## src/rtl/quadrilatero_pkg.sv

```systemverilog
// Shared types for the matrix register-file write path: per-producer write beat and arbiter states.
// Widths follow the default register-file geometry (8 registers x 4 rows x 128 bits).
package quadrilatero_pkg;

    localparam int unsigned QD_RLEN         = 128;
    localparam int unsigned QD_N_REGS       = 8;
    localparam int unsigned QD_N_ROWS       = 4;
    localparam int unsigned QD_REG_AW       = $clog2(QD_N_REGS);
    localparam int unsigned QD_ROW_AW       = $clog2(QD_N_ROWS);
    localparam int unsigned QD_WPORT_BEAT_W = QD_REG_AW + QD_ROW_AW + QD_RLEN;

    typedef struct packed {
        logic [QD_REG_AW-1:0] waddr;
        logic [QD_ROW_AW-1:0] wrowaddr;
        logic [QD_RLEN-1:0]   wdata;
        logic                 we;
        logic                 wlast;
    } wport_req_t;

    typedef enum logic {
        ARB_IDLE   = 1'b0,
        ARB_LOCKED = 1'b1
    } arb_state_e;

endpackage

```

## src/rtl/quadrilatero_rr_picker.sv

```systemverilog
// Combinational round-robin picker: first asserted request scanning upward from ptr_i, wrapping modulo N_REQ.
// Zero latency; valid_o low when no request is asserted.
module quadrilatero_rr_picker #(
    parameter  int unsigned N_REQ = 3,
    localparam int unsigned IDX_W = $clog2(N_REQ)
) (
    input  logic [N_REQ-1:0] req_i,
    input  logic [IDX_W-1:0] ptr_i,
    output logic             valid_o,
    output logic [IDX_W-1:0] idx_o
);

    always_comb begin : pick
        int unsigned cand;
        valid_o = 1'b0;
        idx_o   = '0;
        cand    = 0;
        for (int unsigned i = 0; i < N_REQ; i++) begin
            cand = (32'(ptr_i) + i) % N_REQ;
            if (!valid_o && req_i[cand[IDX_W-1:0]]) begin
                valid_o = 1'b1;
                idx_o   = cand[IDX_W-1:0];
            end
        end
    end

endmodule

```

## src/rtl/quadrilatero_wport_arbiter.sv

```systemverilog
// Shares the register-file write port between N_REQ row-streaming producers, one whole burst per grant,
// round-robin between bursts; zero-latency grant, rf_ready_i forwarded to the owner only.
module quadrilatero_wport_arbiter
    import quadrilatero_pkg::*;
#(
    parameter  int unsigned N_REQ  = 3,
    parameter  int unsigned RLEN   = QD_RLEN,
    parameter  int unsigned N_REGS = QD_N_REGS,
    parameter  int unsigned N_ROWS = QD_N_ROWS,
    localparam int unsigned REG_AW = $clog2(N_REGS),
    localparam int unsigned ROW_AW = $clog2(N_ROWS),
    localparam int unsigned IDX_W  = $clog2(N_REQ)
) (
    input  logic                     clk_i,
    input  logic                     rst_ni,
    input  logic [N_REQ*REG_AW-1:0]  req_waddr_i,
    input  logic [N_REQ*ROW_AW-1:0]  req_wrowaddr_i,
    input  logic [N_REQ*RLEN-1:0]    req_wdata_i,
    input  logic [N_REQ-1:0]         req_we_i,
    input  logic [N_REQ-1:0]         req_wlast_i,
    output logic [N_REQ-1:0]         req_wready_o,
    output logic [REG_AW-1:0]        waddr_o,
    output logic [ROW_AW-1:0]        wrowaddr_o,
    output logic [RLEN-1:0]          wdata_o,
    output logic                     we_o,
    input  logic                     rf_ready_i,
    output logic [N_REQ-1:0]         gnt_o,
    output logic                     busy_o,
    output logic                     err_o
);

    localparam logic [ROW_AW-1:0] LAST_ROW = ROW_AW'(N_ROWS - 1);

    arb_state_e        state_q, state_d;
    logic [IDX_W-1:0]  owner_q, owner_d;
    logic [IDX_W-1:0]  rr_ptr_q, rr_ptr_d;
    logic [ROW_AW-1:0] row_cnt_q, row_cnt_d;
    logic              err_q, err_d;

    wport_req_t        req_s [N_REQ];
    wport_req_t        sel_req;
    logic              pick_vld;
    logic [IDX_W-1:0]  pick_idx;
    logic              sel_vld;
    logic [IDX_W-1:0]  sel_idx;
    logic [IDX_W-1:0]  next_ptr;
    logic              accept;
    logic              bad_len;

    for (genvar g = 0; g < N_REQ; g++) begin : g_unpack
        assign req_s[g].waddr    = req_waddr_i[g*REG_AW +: REG_AW];
        assign req_s[g].wrowaddr = req_wrowaddr_i[g*ROW_AW +: ROW_AW];
        assign req_s[g].wdata    = req_wdata_i[g*RLEN +: RLEN];
        assign req_s[g].we       = req_we_i[g];
        assign req_s[g].wlast    = req_wlast_i[g];
    end

    quadrilatero_rr_picker #(
        .N_REQ (N_REQ)
    ) u_picker (
        .req_i   (req_we_i),
        .ptr_i   (rr_ptr_q),
        .valid_o (pick_vld),
        .idx_o   (pick_idx)
    );

    always_comb begin
        sel_idx      = owner_q;
        sel_vld      = 1'b1;
        if (state_q == ARB_IDLE) begin
            sel_idx = pick_idx;
            sel_vld = pick_vld;
        end
        sel_req      = req_s[sel_idx];

        gnt_o        = '0;
        req_wready_o = '0;
        we_o         = 1'b0;
        waddr_o      = '0;
        wrowaddr_o   = '0;
        wdata_o      = '0;
        // All handshake outputs are squashed while reset is asserted.
        if (rst_ni && sel_vld) begin
            gnt_o[sel_idx]        = 1'b1;
            req_wready_o[sel_idx] = rf_ready_i;
            we_o                  = sel_req.we;
            if (sel_req.we) begin
                waddr_o    = sel_req.waddr;
                wrowaddr_o = sel_req.wrowaddr;
                wdata_o    = sel_req.wdata;
            end
        end
        busy_o   = rst_ni && (state_q == ARB_LOCKED);
        err_o    = rst_ni && err_q;

        accept   = we_o && rf_ready_i;
        bad_len  = sel_req.wlast ? (row_cnt_q != LAST_ROW) : (row_cnt_q == LAST_ROW);
        next_ptr = (sel_idx == IDX_W'(N_REQ - 1)) ? '0 : sel_idx + 1'b1;

        state_d   = state_q;
        owner_d   = owner_q;
        rr_ptr_d  = rr_ptr_q;
        row_cnt_d = row_cnt_q;
        err_d     = 1'b0;
        if (accept) begin
            err_d = bad_len;
            if (sel_req.wlast) begin
                state_d   = ARB_IDLE;
                rr_ptr_d  = next_ptr;
                row_cnt_d = '0;
            end else begin
                // Over-long bursts stay locked until wlast; the counter pins at the last row.
                state_d = ARB_LOCKED;
                owner_d = sel_idx;
                if (row_cnt_q != LAST_ROW) begin
                    row_cnt_d = row_cnt_q + 1'b1;
                end
            end
        end
    end

    always_ff @(posedge clk_i) begin
        if (!rst_ni) begin
            state_q   <= ARB_IDLE;
            owner_q   <= '0;
            rr_ptr_q  <= '0;
            row_cnt_q <= '0;
            err_q     <= 1'b0;
        end else begin
            state_q   <= state_d;
            owner_q   <= owner_d;
            rr_ptr_q  <= rr_ptr_d;
            row_cnt_q <= row_cnt_d;
            err_q     <= err_d;
        end
    end

endmodule

```

## config.mk

```make
export PLATFORM = sky130hd
export DESIGN_NAME = quadrilatero_wport_arbiter
export DESIGN_NICKNAME = d
export VERILOG_FILES = /design/src/rtl/quadrilatero_pkg.sv /design/src/rtl/quadrilatero_rr_picker.sv /design/src/rtl/quadrilatero_wport_arbiter.sv
export SDC_FILE = /design/constraint.sdc
export NUM_CORES = 1
export LEC_CHECK = 0
export ABC_AREA = 1
export CAP_MARGIN = 20
export CORE_AREA = 2 2 215 217
export DETAILED_ROUTE_END_ITERATION = 8
export DIE_AREA = 0 0 217 219
export SYNTH_ARGS = -nofsm -noshare
export SYNTH_HDL_FRONTEND = slang
export SYNTH_SLANG_ARGS = --single-unit
```

## constraint.sdc

```tcl
create_clock -name clk_i -period 4.66 [get_ports clk_i]
set_input_delay 0.932 -clock clk_i [delete_from_list [all_inputs] [get_ports clk_i]]
set_output_delay 0.932 -clock clk_i [all_outputs]
set_load 0.005 [all_outputs]
```

==> metrics, run 1 <==
starting density of the core under 10%; Unique masters post-synth 23; drt total wl between 30,000 and 40,000 um; clk_skew approximately 0.00076 ns; DPL Wire Length roughly 27,000 um; Synth area leader nand3_1; RSZ-0062 raised after global routing false; Root Driver clkbuf_16; remaining antenna violation count after routing 0; DR vias/cell 4.371; Fin. Hold Viols 0; share of the yosys chip area belonging to registers under 10%; crit path launch type flip-flop; Final WS setup around 0.32 ns; status finished, final reports clean; Worst-Margin Slew 0.2957 ns; WL met1 about 14,000 um; syn avg cell area 5.141 um2; MaxCap Viol Count 0; final hold slack roughly 0.49 ns; footprint of the multi-input gates about 3400 um2; Yosys reg bits 8; setup violators final 0; Die H between 200 and 250 um; Req. time, crit path 3.73 ns; DR WL/cell between 15 and 20 um; crit path max fanout between 40 and 50; initial antenna violation count 2; count leader, synth nand3_1; share of cells above drive strength 1 7.948%; grt ovf 0; Yosys warnings 0; register area 160.2 um2; clock latency on the worst-skew pair about 0.24 ns; gp weighted congestion roughly 0.96; Post-synth EDFFs 0; Top FF cell, synth dfxtp_1; setup slack, reg-to-reg roughly 1.4 ns; total CTS buffers 3; CTS tree built; Overall Global Routing Usage around an eighth; Rel. slew slack roughly four fifths; IR drop worst, VDD around 0.00054 V; Die ar. roughly 48,000 um2; met2 WL between 15,000 and 20,000 um; # IOs 550; ys async rst share 0%; CORE AREA ~45,000 um2; LEAKAGE between 3 and 4 nW; Mapped Area about 3900 um2; fmax between 200 and 250 MHz; fill cell count roughly 5,000; first-pass GRT wire length approximately 47,000 um; First DRT Iteration DRCs 500; Chip Width around 220 um; clock transition at the registers of the reported paths around 0.04 ns; CP endpoint kind output port; uppermost layer routed met5; min Tclk post-route between 4 and 5 ns; FP Rows 78; top-area cell type share of the netlist area 36.79%; Port Buffer Count ~550; vias in the first global route between 7,000 and 8,000; Synth-to-Final Area Change 177.6%; maximum number of pins on one net before global-route repair 65; Pins Over Slew Limit 0; fin crit share between 90% and 100%; clock sink total 8; pre-CTS setup slack -0.1350 ns; number of diodes 0; vias approximately 8,300; NumNets Final 1,712; Synth area leaders nand3_1 (37%), a31oi_1 (21%), nand2_1 (16%); Hold Crit Class flip-flop to flip-flop; hold buffers post-CTS 0; pwr dens between 700 and 800 nW/um2; top cells by count, synth nand3_1 (288), nand2_1 (171), a31oi_1 (133), buf_2 (49), clkbuf_1 (29); Crit Path Class flip-flop to output port; H-tree levels 1; met3 routed WL roughly 3200 um; total nets after synthesis around 1,200; drt pass-1 iters 5; post-synthesis cell count 762; maximum clock path buffer count 2; crit path DAT 3.41 ns; DRC Markers 0
==> state kept, by name, summed over array words and instances (netlist names) <==
| signal | flops |
|---|---|
| err_q | 1 |
| owner_q | 2 |
| row_cnt_q | 2 |
| rr_ptr_q | 2 |
| state_q | 1 |
==> cell usage in the layout, fill, tap and decap left out <==
cell,Yosys,layout
a31oi_1,133,128
a31oi_2,0,3
a31oi_4,0,2
buf_12,0,11
buf_16,0,5
buf_4,4,45
buf_6,4,1
bufbuf_16,0,1
clkbuf_16,0,11
clkdlybuf4s50_1,0,533
clkinv_8,0,1
dfxtp_1,8,8
dlygate4sd2_1,0,8
dlymetal6s2s_1,0,7
ha_1,6,6
inv_1,17,17
inv_2,6,4
inv_8,0,1
nand2_1,171,166
nand2_2,5,7
nand2_4,2,4
nand2_8,0,1
nand3_1,288,286
nand3_2,2,2
nand3_4,0,2
nand3b_1,1,1
nand4_1,3,3
nor2_1,21,21
nor3_1,5,5
o21ai_0,2,1
o21ai_1,0,1
o21ai_4,0,1
o21bai_1,2,2
or2_2,1,1
==> layer usage <==
metal  track usage, %  vias up
met5                0        -
met4            5.205        4
met3            2.924       80
met2            23.30      535
met1            14.62     3837
li1                 -     3831
==> worst max-delay path, cell delays in order, from the launching register on <==
cell and delay (ns):
dfxtp_1 0.38, inv_1 0.08, ha_1 0.43, inv_2 0.10, nand2_1 0.07, nand3_1 0.07, nand2_2 0.08, buf_4 0.12
nand4_1 0.14, nand3_4 0.12, nand2_4 0.10, nand2_1 0.07, nand2_1 0.06, nand2_2 0.13, nand2_8 0.12, buf_12 0.19
a31oi_1 0.19, buf_4 0.15, clkdlybuf4s50_1 0.49
==> cell families after synthesis <==
group                      after synthesis  share of synthesized area, %
AOI/OAI and AO/OA                      138                         22.10
and+or+nand+nor                        499                         58.54
adders and majority gates                6                         1.916
buffers and inverters                  111                         13.35
DFF                                      8                         4.088
==> path summary, 6_finish.rpt <==
check | startpoint | cells past startpoint | endpoint
setup / recovery | rr_ptr_q[0]$_SDFFE_PN0P_ | 18 | wdata_o[98]
hold / removal | owner_q[1]$_SDFFE_PN0P_ | 2 | owner_q[1]$_SDFFE_PN0P_
setup reg to reg | rr_ptr_q[0]$_SDFFE_PN0P_ | 20 | row_cnt_q[0]$_SDFFE_PN0P_
hold reg to reg | owner_q[1]$_SDFFE_PN0P_ | 2 | owner_q[1]$_SDFFE_PN0P_
==> layout make-up <==
cell class                 instances  share of cell area [%]
tap                              600                   6.902
sequential                         8                   1.472
inverter                          23                  0.9778
multi-input combinational        643                   30.82
timing repair buffer             619                   59.14
clock buffer                       3                  0.6902
==> per-stage QoR <==
step	std cells	cell area (um2)	power [W]	utilization, %	setup TNS [ns]
floorplan	762	3918	0.003543	-	0
global placement	1877	10350	0.007507	22.97	-0.5082
detailed placement	1877	10350	0.007463	22.97	-0.8908
CTS	1881	10490	0.007786	23.27	-0.004529
global route	1896	10880	0.009069	24.12	0
finish	1896	10880	0.008445	24.12	0
==> report_power, final <==
group	internal (W)	switching, W	leakage (nW)
Combinational	0.00380	0.00439	3.84
Sequential	0.0000930	0.0000187	0.0651
Clock	0.000111	0.0000351	0.0370
Total	0.00400	0.00445	3.95
==> repair_timing <==
item | 4_1_cts | 5_1_grt
resized for setup | 15 | 29
setup buffers | 0 | 7
cloned | 1 | 8
setup endpoints to repair | 37 | 127
pin swaps | 0 | 6
No activity file was read; power rests on OpenSTA's default activity.
==> run 2, diff against run 1 <==
--- a/config.mk
+++ b/config.mk
@@ -8,6 +8,7 @@
 export ABC_AREA = 1
 export CAP_MARGIN = 20
 export CORE_AREA = 2 2 215 217
+export CTS_CLUSTER_SIZE = 24
 export DETAILED_ROUTE_END_ITERATION = 8
 export DIE_AREA = 0 0 217 219
 export SYNTH_ARGS = -nofsm -noshare
==> results of run 2 <==
No change in the layout: final DEF, timing and power equal those of run 1.
